### src/rtl/rv_pkg.sv
// Shared RV32I core constants and types: architectural widths, register index
// and data word types, and the hard-wired zero register index.
package rv_pkg;
    localparam int XLEN       = 32;
    localparam int NREGS      = 32;
    localparam int REG_ADDR_W = 5;

    typedef logic [REG_ADDR_W-1:0] reg_idx_t;
    typedef logic [XLEN-1:0]       xword_t;

    localparam reg_idx_t REG_ZERO = '0;
endpackage

### src/rtl/rv_regbank_if.sv
// Bundle of the writeback, issue and flush inputs and the parallel register and
// busy views exported by the register bank.
interface rv_regbank_if
    import rv_pkg::*;
#(
    parameter int DATA_W   = XLEN,
    parameter int NUM_REGS = NREGS,
    parameter int ADDR_W   = $clog2(NUM_REGS)
);
    logic                wb_en;
    logic [ADDR_W-1:0]   wb_addr;
    logic [DATA_W-1:0]   wb_data;
    logic                iss_en;
    logic [ADDR_W-1:0]   iss_rd;
    logic                flush;
    logic [DATA_W-1:0]   regs_o [NUM_REGS];
    logic [NUM_REGS-1:0] busy_o;
    logic                any_busy_o;

    modport master (
        output wb_en, wb_addr, wb_data, iss_en, iss_rd, flush,
        input  regs_o, busy_o, any_busy_o
    );

    modport slave (
        input  wb_en, wb_addr, wb_data, iss_en, iss_rd, flush,
        output regs_o, busy_o, any_busy_o
    );
endinterface

### src/rtl/rv_scoreboard.sv
// Pending-write scoreboard: one busy bit per architectural register, updated with
// flush > issue > writeback priority. Bit 0 (x0) never becomes busy.
module rv_scoreboard
    import rv_pkg::*;
#(
    parameter int NUM_REGS = NREGS,
    parameter int ADDR_W   = $clog2(NUM_REGS)
) (
    input  logic                clk,
    input  logic                rst_n,
    input  logic                flush,
    input  logic                iss_en,
    input  logic [ADDR_W-1:0]   iss_rd,
    input  logic                wb_en,
    input  logic [ADDR_W-1:0]   wb_addr,
    output logic [NUM_REGS-1:0] busy
);
    assign busy[REG_ZERO] = 1'b0;

    // Issue beats writeback on the same index: the issuing instruction is the younger producer.
    for (genvar gi = 1; gi < NUM_REGS; gi++) begin : g_busy
        logic busy_reg;

        always_ff @(posedge clk or negedge rst_n) begin
            if (!rst_n) begin
                busy_reg <= 1'b0;
            end else if (flush) begin
                busy_reg <= 1'b0;
            end else if (iss_en && iss_rd == ADDR_W'(gi)) begin
                busy_reg <= 1'b1;
            end else if (wb_en && wb_addr == ADDR_W'(gi)) begin
                busy_reg <= 1'b0;
            end
        end

        assign busy[gi] = busy_reg;
    end
endmodule

### src/rtl/rv_regbank.sv
// Architectural register file x0..x(NUM_REGS-1) exposed in parallel, with x0 tied
// to zero and a pending-write scoreboard for RAW hazard detection at issue.
module rv_regbank
    import rv_pkg::*;
#(
    parameter int DATA_W   = XLEN,
    parameter int NUM_REGS = NREGS,
    parameter int ADDR_W   = $clog2(NUM_REGS)
) (
    input  logic         clk,
    input  logic         rst_n,
    rv_regbank_if.slave  bus
);
    logic [NUM_REGS-1:0] busy;

    assign bus.regs_o[REG_ZERO] = '0;

    // Each register is its own flop bank so the parallel outputs need no read mux;
    // index 0 is never matched here, which discards writes to x0.
    for (genvar gi = 1; gi < NUM_REGS; gi++) begin : g_reg
        logic [DATA_W-1:0] data_reg;

        always_ff @(posedge clk or negedge rst_n) begin
            if (!rst_n) begin
                data_reg <= '0;
            end else if (bus.wb_en && bus.wb_addr == ADDR_W'(gi)) begin
                data_reg <= bus.wb_data;
            end
        end

        assign bus.regs_o[gi] = data_reg;
    end

    rv_scoreboard #(
        .NUM_REGS (NUM_REGS),
        .ADDR_W   (ADDR_W)
    ) u_scoreboard (
        .clk     (clk),
        .rst_n   (rst_n),
        .flush   (bus.flush),
        .iss_en  (bus.iss_en),
        .iss_rd  (bus.iss_rd),
        .wb_en   (bus.wb_en),
        .wb_addr (bus.wb_addr),
        .busy    (busy)
    );

    assign bus.busy_o     = busy;
    assign bus.any_busy_o = |busy;
endmodule

### src/flat_wrapper.sv
// flat-port wrapper written by rule: the top's interface ports become plain ports
module rv_regbank_flat import rv_pkg::*;
#(
    parameter int DATA_W   = XLEN,
    parameter int NUM_REGS = NREGS,
    parameter int ADDR_W   = $clog2(NUM_REGS)
)
  (clk, rst_n, bus_wb_en, bus_wb_addr, bus_wb_data, bus_iss_en, bus_iss_rd, bus_flush, bus_regs_o, bus_busy_o, bus_any_busy_o);
  rv_regbank_if #(.DATA_W(DATA_W), .NUM_REGS(NUM_REGS), .ADDR_W(ADDR_W)) bus_i ();
  input  logic clk;
  input  logic rst_n;
  input wire logic [$bits(bus_i.wb_en)-1:0] bus_wb_en;
  input wire logic [$bits(bus_i.wb_addr)-1:0] bus_wb_addr;
  input wire logic [$bits(bus_i.wb_data)-1:0] bus_wb_data;
  input wire logic [$bits(bus_i.iss_en)-1:0] bus_iss_en;
  input wire logic [$bits(bus_i.iss_rd)-1:0] bus_iss_rd;
  input wire logic [$bits(bus_i.flush)-1:0] bus_flush;
  output wire logic [$bits(bus_i.regs_o)-1:0] bus_regs_o;
  output wire logic [$bits(bus_i.busy_o)-1:0] bus_busy_o;
  output wire logic [$bits(bus_i.any_busy_o)-1:0] bus_any_busy_o;
  assign bus_i.wb_en = bus_wb_en;
  assign bus_i.wb_addr = bus_wb_addr;
  assign bus_i.wb_data = bus_wb_data;
  assign bus_i.iss_en = bus_iss_en;
  assign bus_i.iss_rd = bus_iss_rd;
  assign bus_i.flush = bus_flush;
  assign bus_regs_o = {>>{bus_i.regs_o}};
  assign bus_busy_o = bus_i.busy_o;
  assign bus_any_busy_o = bus_i.any_busy_o;
  rv_regbank #(.DATA_W(DATA_W), .NUM_REGS(NUM_REGS), .ADDR_W(ADDR_W)) u_core (.clk(clk), .rst_n(rst_n), .bus(bus_i));
endmodule
### config.mk
export PLATFORM = sky130hd
export DESIGN_NAME = rv_regbank_flat
export DESIGN_NICKNAME = d
export VERILOG_FILES = /design/src/rtl/rv_pkg.sv /design/src/rtl/rv_regbank_if.sv /design/src/rtl/rv_scoreboard.sv /design/src/rtl/rv_regbank.sv /design/src/flat_wrapper.sv
export SDC_FILE = /design/constraint.sdc
export NUM_CORES = 1
export LEC_CHECK = 0
export ABC_AREA = 1
export BUFFER_PORTS_ARGS = -buffer_cell sky130_fd_sc_hd__buf_4
export CAP_MARGIN = 25
export CORE_AREA = 3 3 428 430
export DETAILED_ROUTE_END_ITERATION = 7
export DIE_AREA = 0 0 431 433
export GPL_TIMING_DRIVEN = 0
export SYNTH_ARGS = -nofsm -noshare
export SYNTH_HDL_FRONTEND = slang
export SYNTH_HIERARCHICAL = 1
export SYNTH_SLANG_ARGS = --single-unit
export TNS_END_PERCENT = 5
### constraint.sdc
create_clock -name clk -period 1.2 [get_ports clk]
set_clock_uncertainty 0.15 [all_clocks]
set_input_delay 0.12 -clock clk [delete_from_list [all_inputs] [get_ports clk]]
set_output_delay 0.12 -clock clk [all_outputs]
set_load 0.02 [all_outputs]
---- Word-level counts from Yosys, hierarchy flattened ----
Cells that the tools add are included.
word-level totals
  output and inout bits ................... 1057
  bits of input ports ..................... 47
  register bits after elaboration ......... 1023
cells by class
  multiplexer cells ....................... 93
  reductions and logical operators ........ 94
  equal/unequal tests ..................... 62
operators with widths
  cell                  count
  $eq A5 B5 Y1 const B  32
  $mux W1               93
  $reduce_bool A3 Y1    31
  $eq A5 B4 Y1 const B  16
  $logic_and A1 B1 Y1   62
  $eq A5 B3 Y1 const B  8
  $reduce_or A31 Y1     1
  $eq A5 B2 Y1 const B  4
  $eq A5 B1 Y1 const B  2

---- Longest topological paths before layout ----
Gate-level depths: netlist of run 1.
  depth in word-level cells ............... 5
  gate-level depth with buffers ........... 7

---- Modules after synthesis ----
The synthesis of run 1 kept the hierarchy.
modules (own cells, without submodules)
  module         area each (µm²)  cells an instance  times used
  rv_regbank     35614.2          3433               1
  rv_scoreboard  1838.0           246                1

---- Least setup slack after synthesis of run 1 ----
Ideal clock, no wire load.
  kind .................................... input-to-reg
  start point ............................. input bus_wb_en
  end point ............................... register u_core.g_reg[10].data_reg[10]
  required time ........................... 917 ps
  data arrival time ....................... 983 ps
  library setup time ...................... 133 ps
  stages on the path ...................... 7
  slack ................................... -66 ps
  cells stage by stage .................... inv_1 nor2_4 buf_6 nand2_4 clkbuf_1 nand2_1 o21ai_0
on the way
  word-level cells in the longest chain between the ends .. 1
ends and longest elaborated chain
  item                  RTL line            text
  from (decl)           flat_wrapper.sv:12  input wire logic [$bits(bus_i.wb_en)-1:0] bus_wb_en;
  $logic_and A1 B1 Y1   rv_regbank.sv:26    end else if (bus.wb_en && bus.wb_addr == ADDR_W'(gi)) begin
  to (signal assigned)  rv_regbank.sv:27    data_reg <= bus.wb_data;
  to (decl)             rv_regbank.sv:21    logic [DATA_W-1:0] data_reg;
No other way between the ends.
A chain may end at the register's enable or synchronous reset.

==> insert_results.sql, run 1 <==
INSERT INTO impl_metrics (metric_group, metric, value, unit) VALUES
('placed_design', 'place.detailed.hpwl', '154', 'mm'),
('setup_path', 'critical_path.endpoint_type', 'asynchronous set/reset pin', ''),
('logic_synthesis', 'yosys_warnings', '6', ''),
('drt', 'drt-wirelength-per-cell', '27.6', 'microns'),
('run_status', 'failed_checks', 'negative hold slack, negative setup slack', ''),
('pwr', 'power.internal', '0.0747', 'W'),
('grt', 'antenna_found_initial', '22', ''),
('grt', 'global_route.overflow_total', '0', ''),
('pwr', 'p_switching', '0.0387', 'W'),
('run_status', 'status', 'complete, but fails checks', ''),
('drt', 'dr_total_vias', '33800', ''),
('clock_network', 'cts.sinks', '1023', ''),
('hold_path', 'hold_class', 'primary input to flop', ''),
('timing', 'final_hold_viol_count', '13', ''),
('pwr', 'seqPwrFrac', '40.1', '%'),
('pwr', 'pwr-share-comb', '28.3', '%'),
('setup_path', 'worst-path-max-fanout', '77', ''),
('timing', 'grt_setup_unrepaired', 'true', ''),
('logic_synthesis', 'synth_area_per_cell', '10.2', 'sq um'),
('layout', 'num-fill-cells', '18500', ''),
('placed_design', 'numPortBuffers', '1070', ''),
('clock_network', 'cts_made_buffers', '113', ''),
('setup_path', 'worst-endpoint-required', '1.88', 'ns'),
('timing', 'setup_slack', '-0.888', 'ns'),
('clock_network', 'root_driver', 'sky130_fd_sc_hd__clkbuf_16', ''),
('logic_synthesis', 'postSynth.asyncResetShare', '100', '%'),
('grt', 'globalRouteTotalUtil', '21.1', '%'),
('timing', 'max_freq', '479', 'MHz'),
('timing', 'final.min_clock_period', '2.09', 'ns'),
('placed_design', 'finalWeightedCongestion', '0.923', ''),
('timing', 'worst-slew-pin-transition', '1.18', 'ns'),
('setup_path', 'criticalPathCategory', 'primary input to asynchronous set/reset pin', ''),
('clock_network', 'clk_path_buf_depth', '3', ''),
('drt', 'remaining_drc_errors', '0', ''),
('grt', 'wire_length_of_the_first_global_routing_pass', '274', 'mm'),
('grt', 'pin_count_of_the_biggest_net_entering_global_routing', '166', ''),
('floorplanning', 'initial_utilization', '20.8', '%'),
('timing', 'relSlewSlack', '21.4', '%'),
('timing', 'min_period_over_period', '174', '%'),
('timing', 'setup_viol', '2547', ''),
('placed_design', 'place_area', '0.0492', 'sq mm'),
('layout', 'largest_reg_flops', '992', ''),
('logic_synthesis', 'synth_cells', '3679', ''),
('logic_synthesis', 'yosysSeqAreaShare', '68.4', '%'),
('floorplanning', 'fp-row-count', '156', ''),
('pwr', 'power.ir.vdd_worst', '1.42', 'mV'),
('clock_network', 'cts_tree', 'yes', ''),
('grt', 'globalRouteMet2Util', '34.3', '%'),
('floorplanning', 'die_area', '0.187', 'sq mm'),
('logic_synthesis', 'synth-edff-count', '0', ''),
('grt', 'groute.layer.met1.usage', '26.6', '%'),
('grt', 'groute.layer.met3.usage', '4.96', '%'),
('flow_run', 'drv_cap', '0', ''),
('setup_path', 'startpoint_type', 'primary input', ''),
('setup_path', 'worst-endpoint-arrival', '2.77', 'ns'),
('logic_synthesis', 'netlist-cell-type-count', '22', ''),
('pwr', 'powerDensity', '2000', 'mW/mm^2'),
('clock_network', 'clkLatencyLatePin', '0.76', 'ns'),
('drt', 'wl', '206', 'mm'),
('pwr', 'power_switching_share', '34.1', '%'),
('grt', 'grt-busiest-layer', 'met2', ''),
('layout', 'layout.nets', '5037', ''),
('drt', 'firstDrtPassIters', '5', ''),
('drt', 'antenna_left', '0', ''),
('layout', 'final_core_util', '31.5', '%'),
('logic_synthesis', 'synthFlopType', 'sky130_fd_sc_hd__dfrtp_1', ''),
('clock_network', 'clk_pin_slew', '0.06', 'ns'),
('timing', 'whs', '-0.0697', 'ns'),
('floorplanning', 'placeableCoreArea', '0.180', 'sq mm'),
('logic_synthesis', 'post_synthesis_register_bit_count', '1023', ''),
('pwr', 'pwr-share-clk', '31.7', '%'),
('grt', 'grt_pass1_vias', '32700', ''),
('floorplanning', 'fp.dieW', '431', 'microns'),
('logic_synthesis', 'syn-cell-area', '0.0375', 'sq mm'),
('drt', 'detail_route.vias_per_cell', '4.53', ''),
('drt', 'detailedRoute.firstIterationViolations', '3462', ''),
('pwr', 'static-leakage-power', '27.4', 'nW'),
('timing', 'maxSlewViolCount', '0', ''),
('floorplanning', 'die_height', '433', 'microns'),
('floorplanning', 'top_level_ports', '1104', ''),
('layout', 'postLayoutCellArea', '0.0567', 'sq mm'),
('layout', 'drive_above_1_share', '30.4', '%'),
('clock_network', 'cts.htree.levels', '3', ''),
('layout', 'syn2layout_area_growth', '51.5', '%');
synth_stat cells, types with 4 or more instances:
library cell | n | area share, %
sky130_fd_sc_hd__nand2_2 | 11 | 0.18
sky130_fd_sc_hd__dfrtp_1 | 1023 | 68
sky130_fd_sc_hd__nor2_2 | 5 | 0.084
sky130_fd_sc_hd__nand3_1 | 30 | 0.40
sky130_fd_sc_hd__nand2_1 | 1089 | 11
sky130_fd_sc_hd__nand2_4 | 10 | 0.30
sky130_fd_sc_hd__buf_4 | 65 | 1.3
sky130_fd_sc_hd__inv_2 | 6 | 0.060
sky130_fd_sc_hd__buf_6 | 5 | 0.15
sky130_fd_sc_hd__a21oi_1 | 31 | 0.41
sky130_fd_sc_hd__o21ai_0 | 969 | 13
sky130_fd_sc_hd__clkbuf_1 | 221 | 2.2
sky130_fd_sc_hd__buf_2 | 64 | 0.86
sky130_fd_sc_hd__nor2_1 | 43 | 0.43
sky130_fd_sc_hd__o21ai_1 | 23 | 0.31
sky130_fd_sc_hd__inv_1 | 66 | 0.66
sky130_fd_sc_hd__nand3_2 | 8 | 0.21
sky130_fd_sc_hd__nor2_4 | 4 | 0.12
power by group through the flow:
stage | Combinational (W) | Sequential (W) | Clock, W
floorplan | 0.00518 | 0.0522 | 0
global placement | 0.0288 | 0.0449 | 0
detailed placement | 0.0293 | 0.0450 | 0
CTS | 0.0314 | 0.0451 | 0.0367
global route | 0.0338 | 0.0461 | 0.0381
finish | 0.0321 | 0.0454 | 0.0359
per-layer routing:
layer  up-vias  routed length, microns
li1      14500                       -
met3       407                   17600
met2      1792                   96900
met1     17000                   80700
met4         4                   10400
met5         -                      34
cells by family (layout without fill, tap and decap cells):
kind of cell	after synthesis	in the layout	synth area share (%)
and+or+nand+nor	1203	1203	12.7
other	2	42	0.0201
DFF	1023	1023	68.4
AOI/OAI and AO/OA	1023	1023	13.7
buffers and inverters	428	1800	5.26
cell usage in the layout, fill, tap and decap left out, drive strengths merged, types with 6 or more instances in the layout:
cell type / Yosys / routed
clkbuf: 221 / 386
nand3: 38 / 38
clkinvlp: 0 / 7
dlygate4sd3: 0 / 56
nand2: 1110 / 1110
clkinv: 1 / 24
inv: 72 / 78
a21oi: 31 / 31
o21ai: 992 / 992
diode: 0 / 9
nor2: 52 / 52
dfrtp: 1023 / 1023
bufinv: 0 / 6
buf: 134 / 1235
conb: 2 / 33
bufbuf: 0 / 6
worst max-delay path, cell delays in order:
cell	delay (ns)
sky130_fd_sc_hd__buf_12	0.10
sky130_fd_sc_hd__dlygate4sd3_1	0.70
sky130_fd_sc_hd__clkbuf_16	0.35
sky130_fd_sc_hd__buf_16	0.29
sky130_fd_sc_hd__buf_16	0.27
sky130_fd_sc_hd__buf_16	0.26
sky130_fd_sc_hd__buf_16	0.32
worst paths after layout:
path	cells past startpoint	slack, ns	start	endpoint
min reg2reg	2	0.33	u_core/g_reg[19].data_reg[22]$_DFFE_PN0P_	u_core/g_reg[19].data_reg[22]$_DFFE_PN0P_
max in group clk	6	-0.89	u_core/u_scoreboard/g_busy[23].busy_reg$_DFFE_PN0P_	bus_any_busy_o
max	7	-0.89	rst_n	u_core/g_reg[6].data_reg[27]$_DFFE_PN0P_
min	5	-0.07	bus_wb_addr[1]	u_core/g_reg[12].data_reg[1]$_DFFE_PN0P_
min in group asynchronous	3	0.02	rst_n	u_core/g_reg[28].data_reg[20]$_DFFE_PN0P_
max reg2reg	3	0.21	u_core/u_scoreboard/g_busy[25].busy_reg$_DFFE_PN0P_	u_core/u_scoreboard/g_busy[25].busy_reg$_DFFE_PN0P_
metrics by stage:
| stage | setup WS, ns | std cells | setup TNS [ns] | hold slack (ns) | total power [W] |
|---|---|---|---|---|---|
| after floorplan | -0.0319 | 3710 | -6.16 | -0.326 | 0.0574 |
| after global placement | -12.86 | 7150 | - | 0.157 | 0.0736 |
| after detailed placement | -2.48 | 7177 | -2065.80 | 0.0446 | 0.0743 |
| after CTS | -0.995 | 7430 | -1093.23 | -0.329 | 0.113 |
| after global routing | -1.01 | 7453 | -1040.21 | -0.106 | 0.118 |
| final | -0.888 | 7461 | -906.67 | -0.0697 | 0.113 |
repair_timing:
item / in CTS / in global routing
resized for setup: 506 / 292
cloned: 7 / 4
buffers inserted: 16 / 12
pin swaps: 14 / 3
hold buffers: 54 / 6
setup endpoints to repair: 2348 / 2762
hold endpoints to repair: 741 / 480
cell type report:
type | instances | area, sq um | area share (%)
sequential | 1023 | 25600 | 45.2
timing repair buffer | 1196 | 12400 | 21.8
multi-input combinational | 2259 | 10100 | 17.8
clock buffer | 165 | 3290 | 5.81
tap | 2370 | 2970 | 5.23
buffer | 324 | 1560 | 2.74
clock inverter | 42 | 539 | 0.951
inverter | 73 | 287 | 0.505
antenna | 9 | 22.5 | 0.0397
No activity file was read; power rests on OpenSTA's default activity.
==> run 2, diff against run 1 <==
--- a/config.mk
+++ b/config.mk
@@ -5,12 +5,11 @@
 export SDC_FILE = /design/constraint.sdc
 export NUM_CORES = 1
 export LEC_CHECK = 0
-export ABC_AREA = 1
 export BUFFER_PORTS_ARGS = -buffer_cell sky130_fd_sc_hd__buf_4
 export CAP_MARGIN = 25
-export CORE_AREA = 3 3 428 430
+export CORE_AREA = 3 3 426 428
 export DETAILED_ROUTE_END_ITERATION = 7
-export DIE_AREA = 0 0 431 433
+export DIE_AREA = 0 0 429 431
 export GPL_TIMING_DRIVEN = 0
 export SYNTH_ARGS = -nofsm -noshare
 export SYNTH_HDL_FRONTEND = slang
==> run 2 against run 1 <==
  * The run still ends with negative hold slack, negative setup slack left
  * Core utilization increased by 0.82 points
  * Power down 0.49%
  * Final cell count is 17% lower
  * Via count decreased by 22%
  * Non-clock buffer count fell by 114
  * Worst hold slack got worse by 0.75 ns
  * Routed wire length shrank 17%
  * Synthesized area grew 4.8%
  * Synthesized cell count decreased by 33%
  * Sequential power about the same
  * Critical path type is now flop to primary output
  * Critical endpoint is now bus_any_busy_o
==> insert_results.sql, run 2 <==
INSERT INTO impl_metrics (metric_group, metric, value, unit) VALUES
('setup_path', 'worst-endpoint-arrival', '2.09', 'ns'),
('setup_path', 'criticalPathCategory', 'flop to primary output', ''),
('floorplanning', 'die_height', '431', 'microns'),
('pwr', 'p_switching', '0.0363', 'W'),
('hold_path', 'hold_class', 'primary input to asynchronous set/reset pin', ''),
('logic_synthesis', 'synth_area_leaders', 'sky130_fd_sc_hd__dfrtp_1 (65%), sky130_fd_sc_hd__mux2_2 (28%), sky130_fd_sc_hd__buf_4 (1.2%), sky130_fd_sc_hd__buf_2 (1.1%), sky130_fd_sc_hd__clkbuf_1 (0.94%)', ''),
('layout', 'instances_no_fill', '6207', ''),
('run_status', 'failed_checks', 'negative hold slack, negative setup slack', ''),
('floorplanning', 'top_level_ports', '1104', ''),
('floorplanning', 'fp.dieW', '429', 'microns'),
('clock_network', 'root_driver', 'sky130_fd_sc_hd__clkbuf_16', ''),
('setup_path', 'reg2regPathDepth', '4', ''),
('timing', 'relSlewSlack', '30.0', '%'),
('logic_synthesis', 'yosys_warnings', '6', ''),
('layout', 'layout_common_cells', 'sky130_fd_sc_hd__dfrtp_1 (1013), sky130_fd_sc_hd__mux2_2 (968), sky130_fd_sc_hd__buf_4 (648)', ''),
('logic_synthesis', 'postSynth.asyncResetShare', '100', '%'),
('timing', 'final.min_clock_period', '2.36', 'ns'),
('drt', 'detail_route.vias_per_cell', '4.23', ''),
('logic_synthesis', 'synth_top_cell_area_share', '65.2', '%'),
('timing', 'maxSlewViolCount', '0', ''),
('placed_design', 'place.detailed.hpwl', '130', 'mm'),
('clock_network', 'clk_pin_slew', '0.06', 'ns'),
('drt', 'wl', '171', 'mm'),
('floorplanning', 'fp-row-count', '155', ''),
('pwr', 'pwr-share-clk', '31.1', '%'),
('layout', 'layout.nets', '3798', ''),
('clock_network', 'cts_tree', 'yes', ''),
('logic_synthesis', 'post_synthesis_register_bit_count', '1023', ''),
('clock_network', 'cts_made_buffers', '113', ''),
('timing', 'final_hold_viol_count', '373', ''),
('timing', 'setup_viol', '2423', ''),
('logic_synthesis', 'syn-cell-area', '0.0392', 'sq mm'),
('setup_path', 'worst-path-max-fanout', '3', ''),
('clock_network', 'cts.htree.levels', '3', ''),
('pwr', 'power_switching_share', '32.2', '%'),
('layout', 'drive_above_1_share', '64.0', '%'),
('drt', 'dr_total_vias', '26300', ''),
('placed_design', 'post-place-ws', '-1.95', 'ns'),
('drt', 'detailedRoute.firstIterationViolations', '1578', ''),
('grt', 'antenna_found_initial', '17', ''),
('clock_network', 'clkLatencyLatePin', '0.72', 'ns'),
('timing', 'setup_slack', '-1.16', 'ns'),
('drt', 'firstDrtPassIters', '5', ''),
('grt', 'pin_count_of_the_biggest_net_entering_global_routing', '167', ''),
('timing', 'whs', '-0.822', 'ns'),
('pwr', 'static-leakage-power', '27.5', 'nW'),
('placed_design', 'dpl.cell_count', '5945', ''),
('logic_synthesis', 'synthFlopType', 'sky130_fd_sc_hd__dfrtp_1', ''),
('logic_synthesis', 'yosysSeqAreaShare', '65.2', '%'),
('floorplanning', 'initial_utilization', '22.0', '%'),
('placed_design', 'numPortBuffers', '1069', ''),
('logic_synthesis', 'synth_cells', '2461', ''),
('logic_synthesis', 'netlist-cell-type-count', '29', ''),
('drt', 'drt-wirelength-per-cell', '27.6', 'microns'),
('pwr', 'pwr-share-comb', '28.8', '%'),
('pwr', 'seqPwrFrac', '40.1', '%'),
('drt', 'remaining_drc_errors', '0', ''),
('drt', 'antenna_left', '0', ''),
('floorplanning', 'die_area', '0.185', 'sq mm'),
('floorplanning', 'placeableCoreArea', '0.178', 'sq mm'),
('logic_synthesis', 'synth_area_per_cell', '15.9', 'sq um'),
('timing', 'max_freq', '425', 'MHz'),
('run_status', 'status', 'complete, but fails checks', ''),
('setup_path', 'worst-endpoint-required', '0.93', 'ns'),
('pwr', 'post-layout-total-power', '0.113', 'W'),
('grt', 'globalRouteTotalUtil', '17.9', '%'),
('pwr', 'powerDensity', '1960', 'mW/mm^2'),
('layout', 'layout_commonest_cell', 'sky130_fd_sc_hd__dfrtp_1', ''),
('logic_synthesis', 'synth_top_area_cell', 'sky130_fd_sc_hd__dfrtp_1', ''),
('logic_synthesis', 'ys_top_cells_by_count', 'sky130_fd_sc_hd__dfrtp_1 (1023), sky130_fd_sc_hd__mux2_2 (978), sky130_fd_sc_hd__clkbuf_1 (98)', ''),
('logic_synthesis', 'synth-edff-count', '0', ''),
('timing', 'tns', '-701.90', 'ns'),
('pwr', 'power.internal', '0.0766', 'W'),
('setup_path', 'startpoint_type', 'flop', ''),
('setup_path', 'critical_path.endpoint_type', 'primary output', ''),
('logic_synthesis', 'synthMostInstantiatedCell', 'sky130_fd_sc_hd__dfrtp_1', ''),
('timing', 'min_period_over_period', '196', '%'),
('flow_run', 'drv_cap', '0', ''),
('grt', 'grt_pass1_vias', '27000', ''),
('pwr', 'power.ir.vdd_worst', '1.31', 'mV'),
('timing', 'grt_setup_unrepaired', 'true', ''),
('grt', 'wire_length_of_the_first_global_routing_pass', '230', 'mm'),
('placed_design', 'finalWeightedCongestion', '0.818', ''),
('clock_network', 'clk_path_buf_depth', '3', ''),
('layout', 'largest_reg_flops', '992', ''),
('grt', 'global_route.overflow_total', '0', ''),
('clock_network', 'cts.sinks', '1023', ''),
('layout', 'syn2layout_area_growth', '46.7', '%'),
('timing', 'worst-slew-pin-transition', '1.05', 'ns');
==> run 2: cell types whose count changed after synthesis, sizes merged, moves of 36 or more <==
cell	delta
nor2	-36
nand2	-1093
inv	-72
clkbuf	-123
o21ai	-930
mux2	+992
==> run 2: timing repair <==
item / CTS / global route
hold buffers: 49 / 4
setup buffers: 17 / 5
hold endpoints to repair: 672 / 325
cloned: 1 / 1
setup endpoints to repair: 2567 / 2498
pin swaps: 16 / 5
gates resized for setup: 421 / 221
==> run 2: cell families (layout without fill, tap and decap cells) <==
family,Yosys count,after routing,synth area share (%)
flops,1023,1023,65.2
mux,992,992,28.5
buf+inv,262,1614,3.58
simple gates,120,120,1.90
compound gates,62,62,0.791
other cells,2,41,0.0191
==> run 2: per-stage QoR <==
stage | cell area (sq um) | utilization (%)
final | 57600 | 32.3
after global routing | 57600 | 32.3
after CTS | 56800 | 31.9
after detailed placement | 51000 | 28.6
after global placement | 50400 | 28.3
after floorplan | 39400 | -
==> run 2: cell type report <==
cell class,instances,area [sq um]
tap,2355,2950
clock inverter,34,419
sequential,1023,25600
multi-input combinational,1207,12600
antenna,8,20.0
buffer,231,1390
fill,17700,121000
timing repair buffer,1175,11300
clock buffer,174,3330
==> run 2: path summary, 6_finish.rpt <==
path / from / end / slack (ns)
max: u_core/u_scoreboard/g_busy[17].busy_reg$_DFFE_PN0P_ / bus_any_busy_o / -1.16
min: rst_n / u_core/g_reg[30].data_reg[21]$_DFFE_PN0P_ / -0.82
max reg2reg: u_core/u_scoreboard/g_busy[29].busy_reg$_DFFE_PN0P_ / u_core/u_scoreboard/g_busy[29].busy_reg$_DFFE_PN0P_ / 0.02
min reg2reg: u_core/g_reg[17].data_reg[7]$_DFFE_PN0P_ / u_core/g_reg[17].data_reg[7]$_DFFE_PN0P_ / 0.34
max in group asynchronous: rst_n / u_core/u_scoreboard/g_busy[21].busy_reg$_DFFE_PN0P_ / -0.42
min in group clk: bus_wb_addr[2] / u_core/g_reg[7].data_reg[0]$_DFFE_PN0P_ / 0.01
==> run 2: worst max-delay path, cell delays in order, from the launching register on <==
cell and delay (ns):
sky130_fd_sc_hd__dfrtp_1 0.42, sky130_fd_sc_hd__nor4_2 0.32, sky130_fd_sc_hd__nand4_1 0.19, sky130_fd_sc_hd__or2_4 0.27, sky130_fd_sc_hd__buf_6 0.13
==> run 2: routing by layer <==
layer	global-route usage (%)	vias to the layer above	part of all wire [%]
met3	4.17	234	6.1
met1	20.4	14000	38
li1	-	11200	-
met4	6.79	6	3.7
met2	32.4	889	53
met5	0	-	0.021
==> run 2: power groups by stage <==
stage	clock, W	combinational [W]	sequential, W
finish	0.0351	0.0325	0.0452
global route	0.0375	0.0339	0.0460
CTS	0.0362	0.0325	0.0451
detailed placement	0	0.0309	0.0452
global placement	0	0.0304	0.0449
floorplan	0	0.00640	0.0529
